--- src/rtl/serial_subtractor_8bit.sv ---
// serial_subtractor_8bit: bit-serial two's-complement subtractor, diff = a - b - bin.
// One bit per clock, LSB first, through a single full-subtractor cell with a
// registered borrow. Start/busy/done handshake; results update only at completion.
// Optional feature: define SERIAL_SUB_OVERFLOW_EN to add the registered signed
// overflow output ovf.
module serial_subtractor_8bit #(
    parameter int unsigned WIDTH = 8
) (
    input  logic             clk,
    input  logic             rst,
    input  logic             start,
    input  logic [WIDTH-1:0] a,
    input  logic [WIDTH-1:0] b,
    input  logic             bin,
    output logic             busy,
    output logic             done,
    output logic [WIDTH-1:0] diff,
    output logic             bout
`ifdef SERIAL_SUB_OVERFLOW_EN
    ,
    output logic             ovf
`endif
);

    localparam int unsigned CNT_W = (WIDTH > 2) ? $clog2(WIDTH) : 1;
    localparam logic [CNT_W-1:0] LAST_BIT = CNT_W'(WIDTH - 1);

    typedef enum logic {
        IDLE = 1'b0,
        RUN  = 1'b1
    } state_t;

    state_t           state_q, state_d;
    logic [CNT_W-1:0] cnt_q, cnt_d;
    logic [WIDTH-1:0] a_sh_q, a_sh_d;
    logic [WIDTH-1:0] b_sh_q, b_sh_d;
    logic [WIDTH-1:0] res_sh_q, res_sh_d;
    logic             brw_q, brw_d;
    logic             busy_d;
    logic             done_d;
    logic [WIDTH-1:0] diff_d;
    logic             bout_d;

`ifdef SERIAL_SUB_OVERFLOW_EN
    // Operand sign bits kept for the overflow decision at completion.
    logic a_msb_q, a_msb_d;
    logic b_msb_q, b_msb_d;
    logic ovf_d;
`endif

    // Full-subtractor cell on the current LSBs.
    logic             bit_c;
    logic             brw_nxt_c;
    logic [WIDTH-1:0] res_nxt_c;
    logic             last_c;

    // Single-bit full subtractor and the result shift-in.
    always_comb begin
        bit_c     = a_sh_q[0] ^ b_sh_q[0] ^ brw_q;
        brw_nxt_c = (~a_sh_q[0] & b_sh_q[0]) | (~(a_sh_q[0] ^ b_sh_q[0]) & brw_q);
        res_nxt_c = {bit_c, res_sh_q[WIDTH-1:1]};
        last_c    = (cnt_q == LAST_BIT);
    end

    // Next-state, datapath and output decode.
    always_comb begin
        state_d  = state_q;
        cnt_d    = cnt_q;
        a_sh_d   = a_sh_q;
        b_sh_d   = b_sh_q;
        res_sh_d = res_sh_q;
        brw_d    = brw_q;
        busy_d   = busy;
        done_d   = 1'b0;
        diff_d   = diff;
        bout_d   = bout;
`ifdef SERIAL_SUB_OVERFLOW_EN
        a_msb_d  = a_msb_q;
        b_msb_d  = b_msb_q;
        ovf_d    = ovf;
`endif

        case (state_q)
            IDLE: begin
                if (start) begin
                    state_d  = RUN;
                    a_sh_d   = a;
                    b_sh_d   = b;
                    brw_d    = bin;
                    cnt_d    = '0;
                    res_sh_d = '0;
                    busy_d   = 1'b1;
`ifdef SERIAL_SUB_OVERFLOW_EN
                    a_msb_d  = a[WIDTH-1];
                    b_msb_d  = b[WIDTH-1];
`endif
                end
            end

            RUN: begin
                a_sh_d   = a_sh_q >> 1;
                b_sh_d   = b_sh_q >> 1;
                brw_d    = brw_nxt_c;
                res_sh_d = res_nxt_c;
                cnt_d    = cnt_q + CNT_W'(1);
                if (last_c) begin
                    state_d = IDLE;
                    cnt_d   = '0;
                    busy_d  = 1'b0;
                    done_d  = 1'b1;
                    diff_d  = res_nxt_c;
                    bout_d  = brw_nxt_c;
`ifdef SERIAL_SUB_OVERFLOW_EN
                    ovf_d   = (a_msb_q != b_msb_q) && (bit_c != a_msb_q);
`endif
                end
            end

            default: begin
                state_d = IDLE;
                busy_d  = 1'b0;
            end
        endcase
    end

    // State, datapath and output registers.
    always_ff @(posedge clk or posedge rst) begin
        if (rst) begin
            state_q  <= IDLE;
            cnt_q    <= '0;
            a_sh_q   <= '0;
            b_sh_q   <= '0;
            res_sh_q <= '0;
            brw_q    <= 1'b0;
            busy     <= 1'b0;
            done     <= 1'b0;
            diff     <= '0;
            bout     <= 1'b0;
        end else begin
            state_q  <= state_d;
            cnt_q    <= cnt_d;
            a_sh_q   <= a_sh_d;
            b_sh_q   <= b_sh_d;
            res_sh_q <= res_sh_d;
            brw_q    <= brw_d;
            busy     <= busy_d;
            done     <= done_d;
            diff     <= diff_d;
            bout     <= bout_d;
        end
    end

`ifdef SERIAL_SUB_OVERFLOW_EN
    // Captured sign bits and the overflow flag.
    always_ff @(posedge clk or posedge rst) begin
        if (rst) begin
            a_msb_q <= 1'b0;
            b_msb_q <= 1'b0;
            ovf     <= 1'b0;
        end else begin
            a_msb_q <= a_msb_d;
            b_msb_q <= b_msb_d;
            ovf     <= ovf_d;
        end
    end
`endif

endmodule

--- config.mk ---
export PLATFORM = sky130hd
export DESIGN_NAME = serial_subtractor_8bit
export DESIGN_NICKNAME = d
export VERILOG_FILES = /design/src/rtl/serial_subtractor_8bit.sv
export SDC_FILE = /design/constraint.sdc
export NUM_CORES = 1
export LEC_CHECK = 0
export ABC_CLOCK_PERIOD_IN_PS = 4300
export CAP_MARGIN = 10
export CORE_MARGIN = 4
export CORE_UTILIZATION = 52
export DETAILED_ROUTE_END_ITERATION = 12
export PLACE_DENSITY_LB_ADDON = 0.12
export SLEW_MARGIN = 20
export SYNTH_ARGS = -nofsm -noshare
export SYNTH_HDL_FRONTEND = slang
export SYNTH_SLANG_ARGS = --single-unit
export TNS_END_PERCENT = 5
--- constraint.sdc ---
create_clock -name clk -period 4.3 [get_ports clk]
set_input_delay 0.86 -clock clk [delete_from_list [all_inputs] [get_ports clk]]
set_output_delay 0.86 -clock clk [all_outputs]
set_load 0.005 [all_outputs]
Word level (Yosys, flattened, before mapping):

Cells that the tools add are included.

* input port bits: 20
* word-level logic and storage cells: 43
* output and inout port bits: 11
* register bits after elaboration: 40

* $add $sub $neg: 1
* reduce and logical (&&, ||, !) cells: 2
* equal/unequal tests: 3
* multiplexer cells: 19
* bitwise gates (word level): 8

Operators with widths (number)
* 8-bit case mux with 2 select lines: 3
* 8-bit two-way mux: 3
* 1-bit two-way mux: 7
* 3-bit two-way mux: 2
* 1-bit case mux with 2 select lines: 3
* 3-bit case mux with 2 select lines: 1
* 2-bit AND reduction: 2
* 3-bit by 1-bit adder with 3-bit output (second input constant): 1
* 3-bit equality test (second input constant): 1
* 1-bit inverter: 3
* 1-bit bitwise AND: 2
* 2-bit by 1-bit != test with 1-bit output (second input constant): 1
* 2-bit != test (second input constant): 1
* 1-bit bitwise XOR: 2
* 1-bit OR: 1

Depth between registers and ports, before layout:

Gate-level depths: netlist of the first run.

* depth in word-level cells: 5
* mapped depth: 5
* depth with buffers taken out: 4

Worst setup path before layout of the first run:

Ideal clock, no wire load.

* kind: input to register
* start: in start
* end: reg state_q
* cell stages on the path: 4
* data required time: 4.169 ns
* arrival: 1.279 ns
* path slack: 2.891 ns
* library setup time: 0.131 ns
* buffers on the path: 2
* cell sequence: buf_4 -> buf_4 -> inv_1 -> mux2i_1

* word-level cells in the longest chain between the ends: 2

RTL lines
* start: declaration: RTL line 11 `input logic start,`
* 1-bit two-way mux: RTL line 85 `if (start) begin`
* 1-bit case mux with 2 select lines: RTL line 83 `case (state_q)`
* named net state_d: RTL line 33 `state_t state_q, state_d;`
* end signal: assignment: RTL line 140 `state_q <= state_d;`
* end: declaration: RTL line 33

The timed path passes the listed nets, and every way through them passes these cells.
A chain may end at the register's enable or synchronous reset.

Worst setup path after layout of the first run:

* start: reg busy
* end: out busy

RTL lines
* start: declaration: RTL line 15 `output logic busy,`
* start signal: assignment: RTL line 146 `busy <= busy_d;`

No word-level cell between the ends.

==> results.md, run 1 <==
* Synth Area in Compound Gates at under 10%
* Min Tclk post-route at 2.09 ns
* Die area at ~4300 µm²
* CP Cell Sequence: clkdlybuf4s50_1
* Antenna Nets Post-Route at 0
* Critical path buffer and inverter count at 1
* CTS max path bufs at 2
* Pre-antenna DRT Iters at 4
* Slew @ Worst Pin at 0.701 ns
* I/O pins at 31
* Final setup vio count at 0
* Worst-path maximum fanout at 3
* Via count at around 1,100
* Final Max Tran Viols at 0
* Simple-gate share of the synthesized area at 10.1%
* Status: finished clean
* RSZ-0062 raised after global routing: no
* FP Rows at 20
* Die Wd at 65.8 µm
* Min-Delay Path Class: reg2reg
* Unique cell type count in the Yosys netlist at 21
* Layout cell share with drive strength beyond 1 at between 10% and 20%
* R2R depth at 3
* Max Clk Rate at 479 MHz
* CTS Sinks at 39
* Number of synthesized register bits at 39
* Flop2flop setup slack at 2.66 ns
* Mean Syn Cell Area at 11.6 µm²
* TNS Setup at 0 ns
* Crit end category: output port
* Number of port buffers at 30
* CP Launch Point: busy
* Leak Pwr at 0.991 nW
* Gr ovfl total at 0
* Core Region at 3130 µm²
* Hold_buf cts at 0
* DRC violations left at 0
* PwrDens at 617 nW/µm²
* Largest net degree at the start of global routing at 40
* Clock transition at path regs at 0.11 ns
* Max stage delay on crit path at 0.51 ns
* DIE HEIGHT at ~66 µm
* Worst-skew pair later-pin latency at 0.35 ns
* Area contributors post-synth: dfrtp_1 (56%), mux2i_1 (11%), mux2_2 (5.2%)
* CTS tree: built
* Vias/cell at 5.08
* Mapped Area at 1740 µm²
* Final period util at 48.5%
* Adder-Cell Fraction of Synth Area at 3.31%
* Max_slew headroom at 53.2%
* Postcts setup bufs at 0
* Crit-path leading delay family: buffers and inverters
* Hold Startpoint: a_sh_q[3]
* Layout area overhead at 19.7%
* Slowest CP cell: clkdlybuf4s50_1
* Routability cong. at ~0.7
* Final WL at 2.99 mm
* Yosys top cell area share at 56.1%
* Post-DP HPWL at 2.10 mm
* Max Cap Viol at 0
* WL/cell at 13.3 µm
* Initial DRC Count at 47
* Crit path DAT at 1.23 ns
* Nets@finish at 205
* Cells after synthesis at 150
* Post-synthesis sequential area ratio at ~56%
* Xor/xnor share of the synthesized area at 0%
* H-tree levels at 2
* TritonCTS buffer count at 5
* Antenna diode count at 0
* Critical Path Stages at 1
* First-pass GRT wire length at 5.20 mm
* Max VDD drop at 0.283 mV
* Critical Path RT at 3.44 ns
* Initial core utilization at 55.6%
* Vias in the first global route at approximately 1,100
* # resized after CTS at 0
* Layout Skew at 0.0134 ns
* Critical Path End: busy
* Post-Synthesis Net Count at 174
* Post-layout util at 66.6%
* Multiplexer share of the synthesized area at 16.1%
* Yosys warning total at 0
* Most frequent cells in the layout: dfrtp_1 (39), clkdlybuf4s50_1 (29), nand2_1 (23)
* Synth area leader: dfrtp_1
* Clk root buf: clkbuf_4
* Hold path cells at 2
* Reg2reg start: state_q
* RR Endpoint: cnt_q[0]
* Initial antenna violation count at 0
* Hold Fails Final Rpt at 0
* Startpoint types: flop
* Largest family of logic cells by synthesized area: multiplexers
* CP Class: reg2out
* Most common cell after layout, fill and taps aside: dfrtp_1
* GRT Resource Usage Total at between 15 and 20%
synth_stat cells (all sizes together):
| master | instances |
|---|---|
| dfrtp | 39 |
| nor3b | 1 |
| nor2 | 4 |
| fa | 1 |
| nand2b | 9 |
| inv | 6 |
| a21o | 1 |
| nand2 | 24 |
| o21ai | 23 |
| o22ai | 1 |
| mux2i | 19 |
| clkbuf | 1 |
| mux2 | 8 |
| ha | 3 |
| buf | 8 |
| a31oi | 1 |
| a21oi | 1 |
cell type report:
type / instances / area [µm²]
tap: 44 / 55.1
fill: 279 / 1050
sequential: 39 / 976
timing repair buffer: 33 / 318
clock buffer: 6 / 51.3
multi-input combinational: 96 / 654
clock inverter: 1 / 5.00
inverter: 6 / 22.5
cell families (layout without fill, tap and decap cells):
family,count (synthesis),count (layout)
flip-flops,39,39
AND/OR/NAND/NOR,38,38
AO/OA/AOI/OAI,27,27
multiplexers,27,27
buffers and inverters,15,46
adder cells (fa/ha/maj),4,4
metal layers:
layer / share of wire (%) / vias to the layer above / global-route usage [%] / routed length [µm]
li1: - / 559 / - / -
met1: 43 / 554 / 19.8 / 1290
met2: 51 / 26 / 26.4 / 1510
met3: 5.4 / 4 / 6.46 / 161
met4: 0.94 / 0 / 5.18 / 28
met5: 0 / - / 0 / 0
registers in the layout (all words and copies together) (netlist names):
signal,cells
a_sh_q,8
b_sh_q,8
diff,8
res_sh_q,7
cnt_q,3
bout,1
brw_q,1
busy,1
done,1
state_q,1
report_power, final:
part	leakage, nW	switching, mW	internal [mW]
registers	0.495	0.115	0.520
logic	0.461	0.200	0.261
clock network	0.0341	0.114	0.0758
total	0.991	0.429	0.857
worst min path at each step:
stage,endpoint
after floorplan,a_sh_q[3]
after global placement,a_sh_q[1]
after detailed placement,a_sh_q[2]
after CTS,a_sh_q[2]
after global routing,a_sh_q[2]
final,a_sh_q[2]
stage by stage:
step / cells / hold slack (ns) / total power, mW / setup slack [ns] / cell area (µm²)
after global placement: 218 / 0.465 / 1.08 / 1.66 / 2030
final: 225 / 0.488 / 1.29 / 2.21 / 2080
after global routing: 225 / 0.520 / 1.40 / 2.16 / 2080
after CTS: 225 / 0.494 / 1.31 / 1.99 / 2090
after floorplan: 150 / 0.448 / 0.965 / 2.55 / 1740
after detailed placement: 218 / 0.471 / 1.12 / 1.64 / 2030
No activity file was read; power rests on OpenSTA's default activity.
==> run 2: changes to the inputs <==
- ABC_CLOCK_PERIOD_IN_PS: 4300 -> 1950
- CORE_UTILIZATION: 52 -> 51
- clock period: 4.3 -> 1.95 ns (I/O delays scaled with it)
==> run 2 against run 1 <==
Against the previous run: final cell count is 0.89% higher; clock skew down 0.0059 ns; first-iteration DRC count is 30% higher; sequential power grew 120%; worst hold slack got worse by 0.031 ns; register-to-register slack lost 2.2 ns; global-route usage is essentially flat; total power rose by 130%; count of clock-buffer cells in the layout stayed put; combinational power is 130% higher; sequential cell count unchanged; die area rose by 1.7%; critical endpoint unchanged.
==> results.md, run 2 (synthesized netlist as in run 1, its figures left out) <==
* Status: finished clean (unchanged)
* Min Tclk post-route at 1.62 ns
* Postcts setup bufs at 0 (unchanged)
* Flop2flop setup slack at 0.44 ns (was 2.66 ns)
* Worst-skew pair later-pin latency at 0.34 ns (was 0.35 ns)
* Largest registers: a_sh_q: 8 flops, b_sh_q: 8 flops, diff: 8 flops (unchanged)
* PwrDens at 1400 nW/µm² (was 617 nW/µm²)
* Worst-path maximum fanout at 3 (unchanged)
* Largest net degree at the start of global routing at 40 (unchanged)
* Nets@finish at 206 (was 205)
* Clk root buf: clkbuf_4 (unchanged)
* CTS tree: built (unchanged)
* TritonCTS buffer count at 5 (unchanged)
* Core Region at 3150 µm² (was 3130 µm²)
* Crit-path leading delay family: buffers and inverters (unchanged)
* Crit end category: output port (unchanged)
* CP Launch Point: busy (unchanged)
* Startpoint types: flop (unchanged)
* # resized after CTS at 0 (unchanged)
* Max VDD drop at 0.743 mV (was 0.283 mV)
* Antenna diode count at 0 (unchanged)
* Max_slew headroom at 67.9% (was 53.2%)
* Reg2reg start: cnt_q[0] (was state_q)
* WL/cell at 13.1 µm (was 13.3 µm)
* Antenna Nets Post-Route at 0 (unchanged)
* Max stage delay on crit path at 0.51 ns (about the same)
* TNS Setup at 0 ns (unchanged)
* Area of the multi-input gates at 654 µm² (unchanged)
* Layout cell share with drive strength beyond 1 at 11.5% (was 11.0%)
* Final period util at between 80% and 90%
* DRC violations left at 0 (unchanged)
* Switching share of power at 31.7% (was 33.4%)
* Crit path DAT at 1.23 ns (about the same)
* CP Class: reg2out (unchanged)
* CP Cell Sequence: clkdlybuf4s50_1 (unchanged)
* Layout area overhead at 22.9% (was 19.7%)
* Final WL at 2.97 mm (was 2.99 mm)
* Total Power at 2.98 mW (was 1.29 mW)
* Vias in the first global route at 1,164 (was 1,115)
* Initial core utilization at 55.2% (was 55.6%)
* Die area at 4410 µm² (was 4330 µm²)
* P_int at 2.04 mW (was 0.857 mW)
* FP Rows at 20 (unchanged)
* RSZ-0062 raised after global routing: no (unchanged)
* Final setup vio count at 0 (unchanged)
* Comb power frac at 35.1% (was 35.9%)
* Fill cells at 261 (was 279)
* CTS Sinks at 39 (unchanged)
* FF+latch area at 976 µm² (unchanged)
* GRT Resource Usage Total at 16.2% (was 16.3%)
* Min-Delay Path Class: in2async (was reg2reg)
* I/O pins at 31 (unchanged)
* Number of port buffers at 30 (unchanged)
* Most common cell after layout, fill and taps aside: dfrtp_1 (unchanged)
* CTS max path bufs at 2 (unchanged)
* Sw power at 0.945 mW (was 0.429 mW)
* Register share of total power at 46.2% (was 49.4%)
* DIE HEIGHT at 66.4 µm (was 65.8 µm)
* Layout Skew at 0.00756 ns (was 0.0134 ns)
* Vias/cell at 5.01 (was 5.08)
* Most frequent cells in the layout: dfrtp_1 (39), clkdlybuf4s50_1 (30), nand2_1 (23) (was dfrtp_1 (39), clkdlybuf4s50_1 (29), nand2_1 (23))
* Die Wd at 66.4 µm (was 65.8 µm)
* Slew @ Worst Pin at 0.481 ns (was 0.701 ns)
* H-tree levels at 2 (unchanged)
* Hold_buf cts at 0 (unchanged)
* Leak Pwr at 1.01 nW (was 0.991 nW)
* Initial DRC Count at 61 (was 47)
* Clock transition at path regs at 0.11 ns (about the same)
* Critical path buffer and inverter count at 1 (unchanged)
* Initial antenna violation count at 0 (unchanged)
* Critical Path RT at 1.56 ns (was 3.44 ns)
* First-pass GRT wire length at 5.31 mm (was 5.20 mm)
* Hold Fails Final Rpt at 0 (unchanged)
* Gr ovfl total at 0 (unchanged)
* Routability cong. at 0.722 (was 0.689)
* Post-DP HPWL at 2.06 mm (was 2.10 mm)
* Max Cap Viol at 0 (unchanged)
* Pre-antenna DRT Iters at 6 (was 4)
* Clock power frac at 18.8% (was 14.7%)
* Slowest CP cell: clkdlybuf4s50_1 (unchanged)
* Final Max Tran Viols at 0 (unchanged)
* Max Clk Rate at 616 MHz
* Via count at 1,137 (was 1,143)
-- run 2: cell count changes in the layout (fill, tap and decap cells not counted), sizes merged --
cell / delta
clkdlybuf4s50: +1
bufinv: +1
-- run 2: cell type report --
type / count / area share, %
sequential: 39 / 45.7
inverter: 6 / 1.05
clock inverter: 2 / 1.64
tap: 44 / 2.58
timing repair buffer: 34 / 16.0
multi-input combinational: 96 / 30.6
clock buffer: 6 / 2.40
-- run 2: final timing paths --
check	end	depth (start not counted)
hold / removal	done	3
min in group clk	a_sh_q[3]	2
setup / recovery	busy	1
hold reg to reg	a_sh_q[3]	2
setup reg to reg	diff[4]	4
max in group asynchronous	a_sh_q[5]	3
-- run 2: layer usage --
metal | vias up | global-route usage (%) | share of wire [%]
met3 | 4 | 5.10 | 5.7
met2 | 29 | 24.8 | 48
met5 | - | 0 | 0
li1 | 564 | - | -
met4 | 0 | 7.61 | 1.0
met1 | 540 | 20.9 | 45
-- run 2: power groups by stage --
stage	registers (mW)	clock network, mW	logic [mW]
CTS	1.38	0.579	1.07
floorplan	1.32	0	0.803
global route	1.44	0.614	1.21
global placement	1.38	0	1.03
detailed placement	1.40	0	1.07
finish	1.38	0.560	1.05
-- run 2: metrics by stage --
| step | setup slack, ns | util [%] | area (µm²) | cells | hold WS [ns] |
|---|---|---|---|---|---|
| after detailed placement | 0.367 | 65.0 | 2050 | 219 | 0.470 |
| after global routing | 0.263 | 67.8 | 2140 | 227 | 0.494 |
| after global placement | 0.411 | 65.0 | 2050 | 219 | 0.463 |
| after floorplan | 0.549 | - | 1740 | 150 | 0.448 |
| final | 0.328 | 67.8 | 2140 | 227 | 0.457 |
| after CTS | 0.291 | 67.8 | 2140 | 227 | 0.457 |
-- run 2: worst min-delay path: cells and delay by family --
family	cells	cell delay, ns
buf+inv	3	0.86
==> run 3: changes to the inputs <==
- ABC_CLOCK_PERIOD_IN_PS: 1950 -> 1600
- clock period: 1.95 -> 1.6 ns (I/O delays scaled with it)
==> run 3 against run 2 <==
Against the previous run: clock power hardly changed; critical path depth is 3 higher; total power is 20% higher; sequential cell count stayed put; via count is 1.8% higher; highest routed layer unchanged; worst hold slack worse by 0.14 ns; first-iteration DRC count is 62% lower; critical endpoint is now diff[7]; combinational power is 30% higher.
==> results.md, run 3 (synthesized netlist as in run 1, its figures left out) <==
* Status: finished clean (unchanged)
* Slew @ Worst Pin at 0.269 ns (was 0.481 ns)
* Reg2reg start: cnt_q[0] (unchanged)
* Die Wd at 66.4 µm (unchanged)
* Max Cap Viol at 0 (unchanged)
* Clock transition at path regs at 0.10 ns (was 0.11 ns)
* Final period util at 96.3%
* Register share of total power at 46.2% (about the same)
* Largest registers: a_sh_q: 8 flops, b_sh_q: 8 flops, diff: 8 flops (unchanged)
* H-tree levels at 2 (unchanged)
* Top Metal Used: met4 (unchanged)
* Most frequent cells in the layout: dfrtp_1 (39), clkdlybuf4s50_1 (28), nand2_1 (23) (was dfrtp_1 (39), clkdlybuf4s50_1 (30), nand2_1 (23))
* Nets@finish at 208 (was 206)
* Worst-skew pair later-pin latency at 0.34 ns (about the same)
* PwrDens at 1660 nW/µm² (was 1400 nW/µm²)
* First-pass GRT wire length at 5.28 mm (was 5.31 mm)
* WL/cell at 13.4 µm (was 13.1 µm)
* Fill cells at 249 (was 261)
* Met2 routed WL at 1.44 mm (was 1.42 mm)
* Post-layout util at 68.3% (was 67.8%)
* Sw power at 1.17 mW (was 0.945 mW)
* Routability cong. at 0.703 (was 0.722)
* Initial core utilization at 55.2% (unchanged)
* Slowest CP cell: dfrtp_1 (was clkdlybuf4s50_1)
* Worst-path maximum fanout at 9 (was 3)
* Hold_buf cts at 0 (unchanged)
* DRC violations left at 0 (unchanged)
* CP Class: reg2reg (was reg2out)
* Startpoint types: flop (unchanged)
* Critical Path Most Common Cell: ha_1
* Initial DRC Count at 23 (was 61)
* Core Region at 3150 µm² (unchanged)
* Critical Path RT at 1.83 ns (was 1.56 ns)
* DRT met1 WL at 1.42 mm (was 1.34 mm)
* I/O pins at 31 (unchanged)
* Comb power frac at 38.2% (was 35.1%)
* Min-Delay Path Class: in2async (unchanged)
* Max stage delay on crit path at 0.42 ns (was 0.51 ns)
* Max_slew headroom at 82.0% (was 67.9%)
* Antenna diode count at 0 (unchanged)
* DIE HEIGHT at 66.4 µm (unchanged)
* GRT Resource Usage Total at 16.3% (was 16.2%)
* Hold Fails Final Rpt at 0 (unchanged)
* Area of the multi-input gates at 654 µm² (unchanged)
* CTS tree: built (unchanged)
* CP Launch Point: cnt_q[0] (was busy)
* Max VDD drop at 0.891 mV (was 0.743 mV)
* Crit end category: flop (was output port)
* Via count at 1,157 (was 1,137)
* Vias/cell at 5.05 (was 5.01)
* TNS Setup at 0 ns (unchanged)
* Clock power frac at 15.6% (was 18.8%)
* Critical path buffer and inverter count at 0 (was 1)
* Flop2flop setup slack at 0.06 ns (was 0.44 ns)
* R2R depth at 4 (unchanged)
* Die area at 4410 µm² (unchanged)
* Min Tclk post-route at 1.54 ns
* CP Cell Sequence: ha_1, ha_1, nand2_4, mux2_2 (was clkdlybuf4s50_1)
* Antenna Nets Post-Route at 0 (unchanged)
* Switching share of power at 32.8% (was 31.7%)
* Vias in the first global route at 1,188 (was 1,164)
* CTS max path bufs at 2 (unchanged)
* Post-DP HPWL at 2.11 mm (was 2.06 mm)
* P_int at 2.40 mW (was 2.04 mW)
* Clk root buf: clkbuf_4 (unchanged)
* RSZ-0062 raised after global routing: no (unchanged)
* Crit-path leading delay family: adder cells (was buffers and inverters)
* Initial antenna violation count at 0 (unchanged)
* CTS Sinks at 39 (unchanged)
* RR Endpoint: diff[7] (was diff[4])
* Crit path DAT at 1.78 ns (was 1.23 ns)
* Pre-antenna DRT Iters at 4 (was 6)
* TritonCTS buffer count at 5 (unchanged)
* Final setup vio count at 0 (unchanged)
* FP Rows at 20 (unchanged)
* Most common cell after layout, fill and taps aside: dfrtp_1 (unchanged)
* Gr ovfl total at 0 (unchanged)
* Final WL at 3.07 mm (was 2.97 mm)
* Leak Pwr at 1.04 nW (was 1.01 nW)
* Final Max Tran Viols at 0 (unchanged)
* Layout area overhead at 23.7% (was 22.9%)
* FF+latch area at 976 µm² (unchanged)
* Largest net degree at the start of global routing at 40 (unchanged)
* Total Power at 3.57 mW (was 2.98 mW)
* Max Clk Rate at 649 MHz
* Number of port buffers at 30 (unchanged)
* Met3 wire length at 166 µm (was 169 µm)
* Layout cell share with drive strength beyond 1 at 11.9% (was 11.5%)
* Layout Skew at 0.00394 ns (was 0.00756 ns)
[run 3: changes by cell type in the layout (fill, tap and decap cells not counted), sizes merged]
cell,before,now
buf,4,6
clkbuf,6,8
clkdlybuf4s50,30,28
bufinv,1,0
clkinv,1,0
dlymetal6s2s,0,2
[run 3: worst register-to-register path: cells and delay by family (launching register included)]
family                     cells  cell delay [ns]
adders and majority gates      2             0.49
and+or+nand+nor                1             0.17
muxes                          1             0.36
DFF                            1             0.42
[run 3: final cells by class]
class | instances | share of cell area [%]
clock buffers | 8 | 3.20
inverters | 6 | 1.05
multi-input cells | 96 | 30.4
flip-flops and latches | 39 | 45.3
well taps | 44 | 2.56
repair buffers | 36 | 17.4
[run 3: power groups by stage]
stage	Sequential [mW]	Combinational, mW	Clock, mW
floorplan	1.61	0.979	0
global placement	1.65	1.30	0
detailed placement	1.67	1.36	0
CTS	1.66	1.37	0.578
global route	1.71	1.56	0.622
finish	1.65	1.36	0.558
[run 3: worst max path at each step]
stage	to	slack, ns	cells after the start
CTS	busy	0.02	1
detailed placement	diff[7]	0.08	4
finish	diff[7]	0.06	4
global placement	diff[3]	0.12	4
floorplan	diff[0]	0.20	4
global route	diff[0]	0.0004	1
[run 3: stage by stage]
step                      hold WS [ns]  area [µm²]  setup slack (ns)  cells
final                            0.317        2150            0.0590    229
after global routing             0.313        2150          0.000363    229
after CTS                        0.315        2140            0.0235    228
after detailed placement         0.475        2070            0.0790    220
after global placement           0.464        2070             0.124    220
after floorplan                  0.448        1740             0.199    150
[run 3: repair_timing]
action / 4_1_cts / 5_1_grt
endpoints found under the hold margin: 0 / 0
setup endpoints to repair: 0 / 3
gates resized for setup: 0 / 2
setup buffers: 0 / 1
[run 3: routing by layer]
metal	track usage, %	up-vias
met2	24.2	24
met5	0	-
li1	-	569
met1	21.4	559
met3	6.63	5
met4	6.09	0
